===== config.mk =====
export PLATFORM = sky130hd
export DESIGN_NAME = iomem_initiator_flat
export DESIGN_NICKNAME = d
export VERILOG_FILES = /design/src/rtl/iomem_initiator_pkg.sv /design/src/rtl/iomem_initiator_if.sv /design/src/rtl/iomem_initiator.sv /design/src/flat_wrapper.sv
export SDC_FILE = /design/constraint.sdc
export NUM_CORES = 1
export LEC_CHECK = 0
export ABC_AREA = 1
export BUFFER_PORTS_ARGS = -buffer_cell sky130_fd_sc_hd__buf_2
export CAP_MARGIN = 20
export CORE_MARGIN = 5
export CORE_UTILIZATION = 30
export CTS_CLUSTER_SIZE = 20
export DETAILED_ROUTE_END_ITERATION = 10
export GPL_ROUTABILITY_DRIVEN = 1
export HOLD_SLACK_MARGIN = 0.08
export SETUP_SLACK_MARGIN = 0.2
export SYNTH_ARGS = -nofsm -noshare
export SYNTH_HDL_FRONTEND = slang
export SYNTH_SLANG_ARGS = --single-unit

===== constraint.sdc =====
create_clock -name clk -period 2.4 [get_ports clk]
set_clock_uncertainty 0.05 [all_clocks]
set_input_delay 0.36 -clock clk [delete_from_list [all_inputs] [get_ports clk]]
set_output_delay 0.36 -clock clk [all_outputs]
set_load 0.02 [all_outputs]

===== src/rtl/iomem_initiator_pkg.sv =====
// Shared types and constants for the iomem initiator: FSM encoding, widths,
// the default timeout and the latched bus-request payload.
package iomem_initiator_pkg;

  localparam int unsigned ADDR_W = 32;
  localparam int unsigned DATA_W = 32;
  localparam int unsigned STRB_W = 4;
  localparam int unsigned CNT_W  = 16;

  localparam int unsigned TIMEOUT_CYCLES_DEFAULT = 255;

  typedef enum logic [1:0] {
    ST_IDLE = 2'd0,
    ST_BUS  = 2'd1,
    ST_RESP = 2'd2
  } state_e;

  typedef struct packed {
    logic [ADDR_W-1:0] addr;
    logic [DATA_W-1:0] wdata;
    logic [STRB_W-1:0] wstrb;
  } iomem_req_t;

endpackage


===== src/rtl/iomem_initiator_if.sv =====
// iomem bus between the initiator (master) and an IO responder (slave).
interface iomem_initiator_if;
  import iomem_initiator_pkg::*;

  logic              iomem_valid;
  logic              iomem_ready;
  logic [ADDR_W-1:0] iomem_addr;
  logic [DATA_W-1:0] iomem_wdata;
  logic [STRB_W-1:0] iomem_wstrb;
  logic [DATA_W-1:0] iomem_rdata;

  modport master (
    output iomem_valid, iomem_addr, iomem_wdata, iomem_wstrb,
    input  iomem_ready, iomem_rdata
  );

  modport slave (
    input  iomem_valid, iomem_addr, iomem_wdata, iomem_wstrb,
    output iomem_ready, iomem_rdata
  );

endinterface


===== src/rtl/iomem_initiator.sv =====
// Turns one cmd/rsp transaction at a time into an iomem bus access, with a
// bounded wait for the responder; a silent responder yields rsp_error.
module iomem_initiator
  import iomem_initiator_pkg::*;
#(
  parameter int unsigned TIMEOUT_CYCLES = TIMEOUT_CYCLES_DEFAULT
) (
  input  logic              clk,
  input  logic              resetn,

  input  logic              cmd_valid,
  output logic              cmd_ready,
  input  logic [ADDR_W-1:0] cmd_addr,
  input  logic [DATA_W-1:0] cmd_wdata,
  input  logic [STRB_W-1:0] cmd_wstrb,

  output logic              rsp_valid,
  input  logic              rsp_ready,
  output logic [DATA_W-1:0] rsp_rdata,
  output logic              rsp_error,

  iomem_initiator_if.master bus
);

  // Counter value on which the wait expires; iomem_valid is then high for
  // exactly TIMEOUT_CYCLES cycles.
  localparam logic [CNT_W-1:0] CNT_LAST = CNT_W'(TIMEOUT_CYCLES - 1);

  state_e           state;
  iomem_req_t       req_q;
  logic [CNT_W-1:0] cnt;

  assign cmd_ready       = (state == ST_IDLE);
  assign rsp_valid       = (state == ST_RESP);
  assign bus.iomem_addr  = req_q.addr;
  assign bus.iomem_wdata = req_q.wdata;
  assign bus.iomem_wstrb = req_q.wstrb;

  // Ready is tested before expiry so a reply on the expiry edge completes normally.
  always_ff @(posedge clk) begin
    if (!resetn) begin
      state           <= ST_IDLE;
      req_q           <= '0;
      cnt             <= '0;
      bus.iomem_valid <= 1'b0;
      rsp_rdata       <= '0;
      rsp_error       <= 1'b0;
    end else begin
      case (state)
        ST_IDLE: begin
          if (cmd_valid) begin
            req_q           <= '{addr: cmd_addr, wdata: cmd_wdata, wstrb: cmd_wstrb};
            cnt             <= '0;
            bus.iomem_valid <= 1'b1;
            state           <= ST_BUS;
          end
        end
        ST_BUS: begin
          if (bus.iomem_ready) begin
            bus.iomem_valid <= 1'b0;
            rsp_rdata       <= bus.iomem_rdata;
            rsp_error       <= 1'b0;
            state           <= ST_RESP;
          end else if (cnt == CNT_LAST) begin
            bus.iomem_valid <= 1'b0;
            rsp_rdata       <= '0;
            rsp_error       <= 1'b1;
            state           <= ST_RESP;
          end else begin
            cnt <= cnt + CNT_W'(1);
          end
        end
        ST_RESP: begin
          if (rsp_ready) begin
            state <= ST_IDLE;
          end
        end
        default: begin
          bus.iomem_valid <= 1'b0;
          state           <= ST_IDLE;
        end
      endcase
    end
  end

endmodule

===== src/flat_wrapper.sv =====
// flat-port wrapper written by rule: the top's interface ports become plain ports
module iomem_initiator_flat import iomem_initiator_pkg::*;
#(
  parameter int unsigned TIMEOUT_CYCLES = TIMEOUT_CYCLES_DEFAULT
)
  (clk, resetn, cmd_valid, cmd_ready, cmd_addr, cmd_wdata, cmd_wstrb, rsp_valid, rsp_ready, rsp_rdata, rsp_error, bus_iomem_valid, bus_iomem_addr, bus_iomem_wdata, bus_iomem_wstrb, bus_iomem_ready, bus_iomem_rdata);
  iomem_initiator_if bus_i ();
  input  logic clk;
  input  logic resetn;
  input  logic cmd_valid;
  output logic cmd_ready;
  input  logic [ADDR_W-1:0] cmd_addr;
  input  logic [DATA_W-1:0] cmd_wdata;
  input  logic [STRB_W-1:0] cmd_wstrb;
  output logic rsp_valid;
  input  logic rsp_ready;
  output logic [DATA_W-1:0] rsp_rdata;
  output logic rsp_error;
  output wire logic [$bits(bus_i.iomem_valid)-1:0] bus_iomem_valid;
  output wire logic [$bits(bus_i.iomem_addr)-1:0] bus_iomem_addr;
  output wire logic [$bits(bus_i.iomem_wdata)-1:0] bus_iomem_wdata;
  output wire logic [$bits(bus_i.iomem_wstrb)-1:0] bus_iomem_wstrb;
  input wire logic [$bits(bus_i.iomem_ready)-1:0] bus_iomem_ready;
  input wire logic [$bits(bus_i.iomem_rdata)-1:0] bus_iomem_rdata;
  assign bus_iomem_valid = bus_i.iomem_valid;
  assign bus_iomem_addr = bus_i.iomem_addr;
  assign bus_iomem_wdata = bus_i.iomem_wdata;
  assign bus_iomem_wstrb = bus_i.iomem_wstrb;
  assign bus_i.iomem_ready = bus_iomem_ready;
  assign bus_i.iomem_rdata = bus_iomem_rdata;
  iomem_initiator #(.TIMEOUT_CYCLES(TIMEOUT_CYCLES)) u_core (.clk(clk), .resetn(resetn), .cmd_valid(cmd_valid), .cmd_ready(cmd_ready), .cmd_addr(cmd_addr), .cmd_wdata(cmd_wdata), .cmd_wstrb(cmd_wstrb), .rsp_valid(rsp_valid), .rsp_ready(rsp_ready), .rsp_rdata(rsp_rdata), .rsp_error(rsp_error), .bus(bus_i));
endmodule

==> results of run 1 <==
## per-layer routing
metal	share of wire	up-vias
li1	-	2559
met1	0.43	2173
met2	0.46	165
met3	0.090	20
met4	0.021	0
met5	0	-
## area by class of cell
| class | instances | area, um^2 |
|---|---|---|
| clock buffers | 21 | 470 |
| fillers | 1746 | 9230 |
| inverters | 41 | 156 |
| well taps | 216 | 270 |
| clock inverters | 11 | 191 |
| multi-input cells | 479 | 2110 |
| repair buffers | 215 | 1120 |
| flip-flops and latches | 120 | 2400 |
## cells by family (layout without fill, tap and decap cells)
kind of cell | Yosys count | after routing | synth area share
AOI/OAI and AO/OA | 115 | 115 | 0.122
and+or+nand+nor | 362 | 362 | 0.305
buffers and inverters | 80 | 288 | 0.0757
adders and majority gates | 2 | 2 | 0.00513
DFF | 120 | 120 | 0.492
## path summary, 6_finish.rpt
kind / start / end / slack, ps / cells after the start
worst max-delay path: u_core.state[0] / u_core.cnt[14] / 580 / 9
worst min-delay path: bus_iomem_rdata[11] / u_core.rsp_rdata[11] / 140 / 3
worst max register to register: u_core.state[0] / u_core.cnt[14] / 580 / 9
worst min register to register: u_core.bus.iomem_addr[12] / u_core.bus.iomem_addr[12] / 420 / 2
## worst min-delay path: stages
cell	delay, ps
buf_2	90
nand2_1	50
a21oi_1	50
## placed cells by master, fill, tap and decap left out, types with 2 or more instances in the layout
master,count
nor2_1,178
nand2_1,114
buf_2,208
nor2_2,3
bufinv_16,5
nand2_2,4
a21oi_1,39
buf_12,2
nor3_1,2
o21ai_0,74
clkbuf_16,17
clkbuf_8,3
inv_6,2
inv_1,36
ha_1,2
nand3_1,55
dfxtp_1,120
buf_4,5
inv_2,4
clkinv_2,3
## sequential cells by signal, indices dropped and copies added (netlist names)
name and cells:
u_core.bus.iomem_addr 32, u_core.bus.iomem_wdata 32, u_core.rsp_rdata 32, u_core.cnt 16, u_core.bus.iomem_wstrb 4, u_core.state 2, u_core.bus.iomem_valid 1, u_core.rsp_error 1
## through the flow
stage	utilization	hold slack [ps]	setup WS, ps
after floorplan	-	416	963
after global placement	0.380	408	541
after detailed placement	0.380	416	558
after CTS	0.421	124	553
after global routing	0.421	130	399
final	0.421	142	576
## power breakdown
part | internal [uW] | total (uW) | switching, uW
Sequential | 2130 | 2190 | 63.3
Combinational | 261 | 759 | 497
Clock | 1930 | 2840 | 916
Total | 4320 | 5790 | 1480
==> results.sh, run 1 <==
export IMPL_clk_pin_slew_ps=60
export IMPL_drtIter0Drc=294
export IMPL_syn_nets=786
export IMPL_power_density_nw_per_um2=863
export IMPL_total_power_uw=5790
export IMPL_crit_chain="inv_2 > nor2_8 > inv_4 > o21ai_4 > nand2_2 > nand2_1 > nand2_1 > nand2_1 > inv_1"
export IMPL_setup_viol=0
export IMPL_die_area_um2=18900
export IMPL_synth_seq_area_share=0.492
export IMPL_p_leak_uw=0.00320
export IMPL_routabilityCongestion=0.880
export IMPL_yosysMostFrequentCell="nor2_1"
export IMPL_critPathBufInv=3
export IMPL_cts_buffer_depth=2
export IMPL_hold_buffers=0
export IMPL_synthFlopType="dfxtp_1"
export IMPL_die_x_um=138
export IMPL_final_area_um2=6720
export IMPL_fmax_mhz=548
export IMPL_cp_top_family="simple AND/OR/NAND/NOR gates"
export IMPL_io_pins=209
export IMPL_die_height_um=138
export IMPL_clock_sinks=120
export IMPL_yosysTopAreaCellShare=0.492
export IMPL_worst_path_max_fanout=13
export IMPL_hp_class="input port to register"
export IMPL_antenna_cells=0
export IMPL_synth_area_um2=4880
export IMPL_drt_drc_violations_left=0
export IMPL_rsz0062_at_grt="false"
export IMPL_status="completed"
export IMPL_cts_buffers=17
export IMPL_syn_inst=679
export IMPL_crit_type="register to register"
export IMPL_grt_util_all_layers=0.154
export IMPL_firstDrtPassIters=4
export IMPL_grt_max_degree=51
export IMPL_global_route_usage_met3=0.0584
export IMPL_layout_drive_gt1_share=0.297
export IMPL_cts_root_buffer="clkbuf_16"
export IMPL_fin_cells=1103
export IMPL_critPathArrivalTime_ps=2090
export IMPL_met1_usage=0.191
export IMPL_ys_top_cells_by_count="nor2_1, dfxtp_1, nand2_1, o21ai_0, nand3_1"
export IMPL_htreeDepth=4
export IMPL_grt_ovfl_total=0
export IMPL_grt_use_met2=0.240
export IMPL_first_global_vias=4471
export IMPL_synthTopCellsByArea="dfxtp_1, nor2_1, nand2_1"
export IMPL_busiest_layer="met2"
export IMPL_wl_per_cell_um=13.2
export IMPL_syn2layout_area_growth_pct=37.7
export IMPL_yosys_cell_types_count=25
export IMPL_vdd_drop_max_mv=0.518
export IMPL_end_kind="register"
export IMPL_setup_tns_final_ps=0
export IMPL_crit_required_ps=2670
export IMPL_cts_tree="built"
export IMPL_place_area_um2=6050
export IMPL_placed_cells=1071
export IMPL_viasPerCell=4.46
export IMPL_start_util=0.306
export IMPL_avgSynthCellArea_um2=7.18
export IMPL_clk_latency_ps=410
export IMPL_io_buffer_count=208
export IMPL_slew_headroom=0.597
export IMPL_period_share=0.760
export IMPL_yosys_warnings=0
export IMPL_dp_hpwl_mm=10.2
export IMPL_post_cts_resized=0
export IMPL_tightestPinTransition_ps=604
export IMPL_async_reset_ff_frac=0
export IMPL_drv_cap=0
export IMPL_antenna_found_initial=0
export IMPL_postCtsSetupRepairBufs=0
export IMPL_vias=4917
export IMPL_ant_nets=0
export IMPL_crit_path_frequent_cell="nand2_1"
export IMPL_core_um2=15900
export IMPL_max_stage_delay_ps=390
export IMPL_hold_viol=0
export IMPL_startpoint_type="register"
export IMPL_final_max_slew_violation_count=0
export IMPL_finalCriticalPeriod_ps=1820
export IMPL_synth_top_cell_by_area="dfxtp_1"
export IMPL_slowest_stage="dfxtp_1"
export IMPL_grt_pass1_wl_mm=22.8
export IMPL_totalWireLength_mm=14.5
export IMPL_synth_edff_count=0
export IMPL_rows=46
export IMPL_layout_nets=981
export IMPL_synth_seq_cells=120
Note: power is estimated with default switching activity, not from simulation.
==> run 2, diff against run 1 <==
Settings changed: ABC_AREA 1 to 0.
Clock period 2.4 ns to 1.9 ns, I/O delays scaled along.
==> results.sh, run 2 <==
export IMPL_status="completed"
export IMPL_io_buffer_count=208
export IMPL_htreeDepth=4
export IMPL_drv_cap=0
export IMPL_synth_edff_count=0
export IMPL_cts_tree="built"
export IMPL_totalWireLength_mm=14.9
export IMPL_setup_viol=0
export IMPL_layout_nets=939
export IMPL_yosys_warnings=0
export IMPL_slowest_stage="nor2_4"
export IMPL_vdd_drop_max_mv=0.723
export IMPL_startpoint_type="register"
export IMPL_syn_nets=613
export IMPL_crit_required_ps=2200
export IMPL_power_density_nw_per_um2=939
export IMPL_ant_nets=0
export IMPL_min_path_cells=3
export IMPL_grt_ovfl_total=0
export IMPL_cp_top_family="simple AND/OR/NAND/NOR gates"
export IMPL_yosysTopAreaCellShare=0.547
export IMPL_synth_area_um2=4390
export IMPL_total_power_uw=7090
export IMPL_rows=44
export IMPL_critPathBufInv=2
export IMPL_yosys_cell_types_count=42
export IMPL_core_um2=14400
export IMPL_grt_pass1_wl_mm=22.7
export IMPL_synthFlopType="dfxtp_1"
export IMPL_async_reset_ff_frac=0
export IMPL_cts_buffers=17
export IMPL_tightestPinTransition_ps=490
export IMPL_cts_buffer_depth=2
export IMPL_antenna_found_initial=0
export IMPL_yosysMostFrequentCell="nand2_1"
export IMPL_worst_path_max_fanout=16
export IMPL_cts_root_buffer="clkbuf_16"
export IMPL_layout_drive_gt1_share=0.361
export IMPL_syn2layout_area_growth_pct=71.8
export IMPL_first_global_vias=4888
export IMPL_finalCriticalPeriod_ps=1710
export IMPL_clk_latency_ps=410
export IMPL_fmax_mhz=583
export IMPL_dp_slack_ps=-364
export IMPL_drtIter0Drc=213
export IMPL_regToRegSetupSlack_ps=190
export IMPL_drt_drc_violations_left=0
export IMPL_setup_ws_ps=185
export IMPL_hp_class="input port to register"
export IMPL_die_height_um=131
export IMPL_crit_chain="inv_2 > ha_4 > and4b_1 > nand4_4 > a21oi_4 > buf_4 > nor2_4 > a22o_1"
export IMPL_max_stage_delay_ps=350
export IMPL_synth_seq_area_share=0.547
export IMPL_die_x_um=131
export IMPL_end_kind="register"
export IMPL_synth_top_cell_by_area="dfxtp_1"
export IMPL_io_pins=209
export IMPL_viasPerCell=4.72
export IMPL_start_util=0.304
export IMPL_firstDrtPassIters=5
export IMPL_final_cell_mix="buf_2, nand2_1, dfxtp_1, dlygate4sd3_1, a21oi_1"
export IMPL_grt_util_all_layers=0.165
export IMPL_die_area_um2=17200
export IMPL_routabilityCongestion=0.884
export IMPL_wl_per_cell_um=14.5
export IMPL_fin_cells=1029
export IMPL_cp_depth=8
export IMPL_placed_cells=890
export IMPL_antenna_cells=0
export IMPL_slew_headroom=0.673
export IMPL_p_leak_uw=0.00343
export IMPL_critPathArrivalTime_ps=2010
export IMPL_grt_max_degree=85
export IMPL_clk_pin_slew_ps=50
export IMPL_synthTopCellsByArea="dfxtp_1, nand2_1, a21oi_1"
export IMPL_clock_sinks=120
export IMPL_syn_inst=506
export IMPL_final_common_cell="buf_2"
export IMPL_final_max_slew_violation_count=0
export IMPL_crit_type="register to register"
export IMPL_ys_top_cells_by_count="nand2_1, dfxtp_1, a21oi_1, a22o_1, clkbuf_1"
export IMPL_vias=4852
export IMPL_dp_hpwl_mm=9.15
export IMPL_avgSynthCellArea_um2=8.68
export IMPL_rsz0062_at_grt="true"
export IMPL_period_share=0.902
export IMPL_synth_seq_cells=120
export IMPL_hold_viol=0
export IMPL_rr_worst_depth=8
==> run 2: layer usage <==
metal,GRT usage,share of wire
met3,0.0675,0.096
met2,0.286,0.50
met4,0.0544,0.015
met5,0,0
met1,0.184,0.39
==> run 2: per-stage QoR <==
| step | hold WS [ps] | setup TNS (ps) | util | cell area (um^2) |
|---|---|---|---|---|
| after global placement | 389 | -9410 | 0.397 | 5730 |
| after global routing | 91.3 | 0 | 0.523 | 7540 |
| after floorplan | 360 | 0 | - | 4390 |
| after CTS | 80.5 | 0 | 0.512 | 7390 |
| final | 87.5 | 0 | 0.523 | 7540 |
| after detailed placement | 393 | -10990 | 0.397 | 5730 |
==> run 2: where the power goes <==
| part | switching (uW) | leakage [uW] | internal [uW] | total [uW] |
|---|---|---|---|---|
| registers | 64.6 | 0.000981 | 2650 | 2710 |
| clock network | 1130 | 0.000306 | 2260 | 3390 |
| logic | 547 | 0.00214 | 435 | 983 |
| total | 1750 | 0.00343 | 5340 | 7090 |
==> run 2: final timing paths <==
kind,endpoint,start
worst max-delay path,u_core.rsp_rdata[7],u_core.cnt[0]
worst min-delay path,u_core.bus.iomem_wstrb[3],cmd_wstrb[3]
worst max register to register,u_core.rsp_rdata[7],u_core.cnt[0]
worst min register to register,u_core.bus.iomem_addr[30],u_core.bus.iomem_addr[30]
==> run 2: repair_timing <==
action,4_1_cts,5_1_grt
resized for setup,5,30
pin swaps,2,16
setup endpoints to repair,41,47
cloned,1,1
buffers inserted,1,5
hold buffers,99,0
endpoints found under the hold margin,99,0
==> run 2: worst min-delay path: cells and delay by family <==
family / cells / cell delay [ps]
buf+inv: 1 / 90
simple gates: 1 / 50
compound gates: 1 / 60
==> run 2: kinds of logic (layout without fill, tap and decap cells) <==
| group | count (synthesis) | after routing | share of synthesized area |
|---|---|---|---|
| flops | 120 | 120 | 0.547 |
| buf+inv | 41 | 378 | 0.0419 |
| fa+ha+maj | 2 | 2 | 0.00570 |
| xor+xnor | 2 | 2 | 0.00399 |
| mux | 1 | 1 | 0.00228 |
| simple gates | 203 | 205 | 0.204 |
| compound gates | 137 | 137 | 0.195 |
==> run 2: layout make-up <==
| class | count | area (um^2) |
|---|---|---|
| Inverter | 5 | 18.8 |
| Sequential cell | 120 | 2400 |
| Fill cell | 1249 | 6880 |
| Multi-Input combinational cell | 347 | 1940 |
| Clock buffer | 20 | 457 |
| Clock inverter | 12 | 173 |
| Timing Repair Buffer | 341 | 2320 |
| Tap cell | 184 | 230 |
==> run 3, diff against run 2 <==
Clock period 1.9 ns to 1.4 ns, I/O delays scaled along.
==> results.sh, run 3 (synthesis gave the netlist of run 2 again) <==
export IMPL_status="finished, violations left"
export IMPL_violations="setup timing"
export IMPL_critPathArrivalTime_ps=1980
export IMPL_grt_max_degree=37
export IMPL_io_pins=209
export IMPL_worst_path_max_fanout=8
export IMPL_rows=44
export IMPL_clk_pin_slew_ps=50
export IMPL_crit_required_ps=1650
export IMPL_dp_hpwl_mm=9.30
export IMPL_clock_sinks=120
export IMPL_vdd_drop_max_mv=0.782
export IMPL_setup_ws_ps=-322
export IMPL_power_density_nw_per_um2=1070
export IMPL_tightestPinTransition_ps=374
export IMPL_ant_nets=0
export IMPL_p_leak_uw=0.00470
export IMPL_core_um2=14400
export IMPL_crit_path_frequent_cell="buf_6"
export IMPL_cts_tree="built"
export IMPL_hold_viol=0
export IMPL_final_common_cell="buf_4"
export IMPL_htreeDepth=4
export IMPL_first_global_vias=5879
export IMPL_crit_chain="nor4_4 > nand4_4 > buf_6 > a21oi_4 > buf_6 > nand3_1 > o31ai_2"
export IMPL_holdWs_ps=161
export IMPL_vias=5486
export IMPL_antenna_cells=0
export IMPL_antenna_found_initial=0
export IMPL_end_kind="register"
export IMPL_start_util=0.304
export IMPL_max_stage_delay_ps=370
export IMPL_clk_latency_ps=400
export IMPL_final_max_slew_violation_count=0
export IMPL_die_area_um2=17200
export IMPL_rsz0062_at_grt="true"
export IMPL_hp_class="input port to register"
export IMPL_slew_headroom=0.748
export IMPL_drv_cap=0
export IMPL_layout_drive_gt1_share=0.657
export IMPL_firstDrtPassIters=4
export IMPL_rr_worst_depth=7
export IMPL_finish_utilization=0.709
export IMPL_slowest_stage="nor4_4"
export IMPL_fillers=900
export IMPL_cts_buffers=17
export IMPL_layout_nets=1025
export IMPL_totalWireLength_mm=20.7
export IMPL_routabilityCongestion=0.823
export IMPL_cts_buffer_depth=2
export IMPL_grt_util_all_layers=0.219
export IMPL_syn2layout_area_growth_pct=133
export IMPL_final_cell_mix="buf_4, buf_2, dlygate4sd3_1, nand2_4, dfxtp_1"
export IMPL_timing_rr_start="u_core.cnt[13]"
export IMPL_die_height_um=131
export IMPL_viasPerCell=4.93
export IMPL_io_buffer_count=208
export IMPL_period_share=1.23
export IMPL_crit_type="register to register"
export IMPL_grt_ovfl_total=0
export IMPL_cts_root_buffer="clkbuf_16"
export IMPL_finalCriticalPeriod_ps=1720
export IMPL_hp_start="resetn"
export IMPL_wl_per_cell_um=18.6
export IMPL_fmax_mhz=581
export IMPL_drtIter0Drc=173
export IMPL_drt_drc_violations_left=0
export IMPL_startpoint_type="register"
export IMPL_r2r_end="u_core.cnt[0]"
export IMPL_setup_viol=121
export IMPL_grt_pass1_wl_mm=29.4
export IMPL_whs_endpoint="u_core.state[1]"
export IMPL_die_x_um=131
export IMPL_regToRegSetupSlack_ps=-320
export IMPL_min_path_cells=3
-- run 3: worst max path at each step --
stage	from	cells after the start	end	slack, ps
after floorplan	u_core.cnt[0]	8	u_core.rsp_rdata[10]	-240
after global placement	u_core.cnt[0]	7	u_core.rsp_rdata[17]	-450
after detailed placement	u_core.cnt[0]	7	u_core.rsp_rdata[20]	-510
after CTS	u_core.cnt[13]	6	u_core.rsp_rdata[23]	-300
after global routing	u_core.cnt[13]	7	u_core.cnt[0]	-400
final	u_core.cnt[13]	7	u_core.cnt[0]	-320
-- run 3: critical path, delay by kind of cell (launching register included) --
family	cells	cell delay [ps]
buffers and inverters	2	340
AO/OA/AOI/OAI	2	230
flip-flops	1	330
AND/OR/NAND/NOR	3	670
-- run 3: what timing repair did --
item	4_1_cts	5_1_grt
hold endpoints to repair	101	0
buffers inserted	28	11
pin swaps	120	95
gates resized for setup	285	217
gates cloned	21	2
endpoints found under the setup margin	133	198
hold buffers	101	0
-- run 3: per-layer routing --
| metal | GRT usage | vias to the layer above | part of all wire |
|---|---|---|---|
| met5 | 0 | - | 0 |
| met4 | 0.0950 | 0 | 0.030 |
| met3 | 0.0581 | 46 | 0.062 |
| met2 | 0.395 | 207 | 0.53 |
| met1 | 0.241 | 2646 | 0.38 |
| li1 | - | 2587 | - |
-- run 3: metrics by stage --
stage	total power, uW	instance area, um^2	cells	worst slack [ps]	TNS (ps)
finish	10900	10200	1113	-322	-21820
global placement	4860	6020	920	-445	-19000
global route	11300	10200	1113	-402	-29250
floorplan	4420	4530	506	-240	-9060
detailed placement	4880	6020	920	-507	-21800
CTS	10600	9420	1100	-298	-17090
-- run 3: layout make-up --
| class | instances | area [um^2] | area share |
|---|---|---|---|
| Clock inverter | 11 | 175 | 0.0171 |
| Clock buffer | 19 | 443 | 0.0433 |
| Inverter | 5 | 18.8 | 0.00184 |
| Sequential cell | 120 | 2480 | 0.242 |
| Tap cell | 184 | 230 | 0.0225 |
| Timing Repair Buffer | 426 | 3930 | 0.384 |
| Multi-Input combinational cell | 348 | 2950 | 0.289 |
-- run 3: power by group --
| group | leakage [uW] | internal, uW | switching (uW) |
|---|---|---|---|
| registers | 0.00100 | 3600 | 140 |
| clock network | 0.000295 | 3010 | 1550 |
| logic | 0.00340 | 1350 | 1220 |
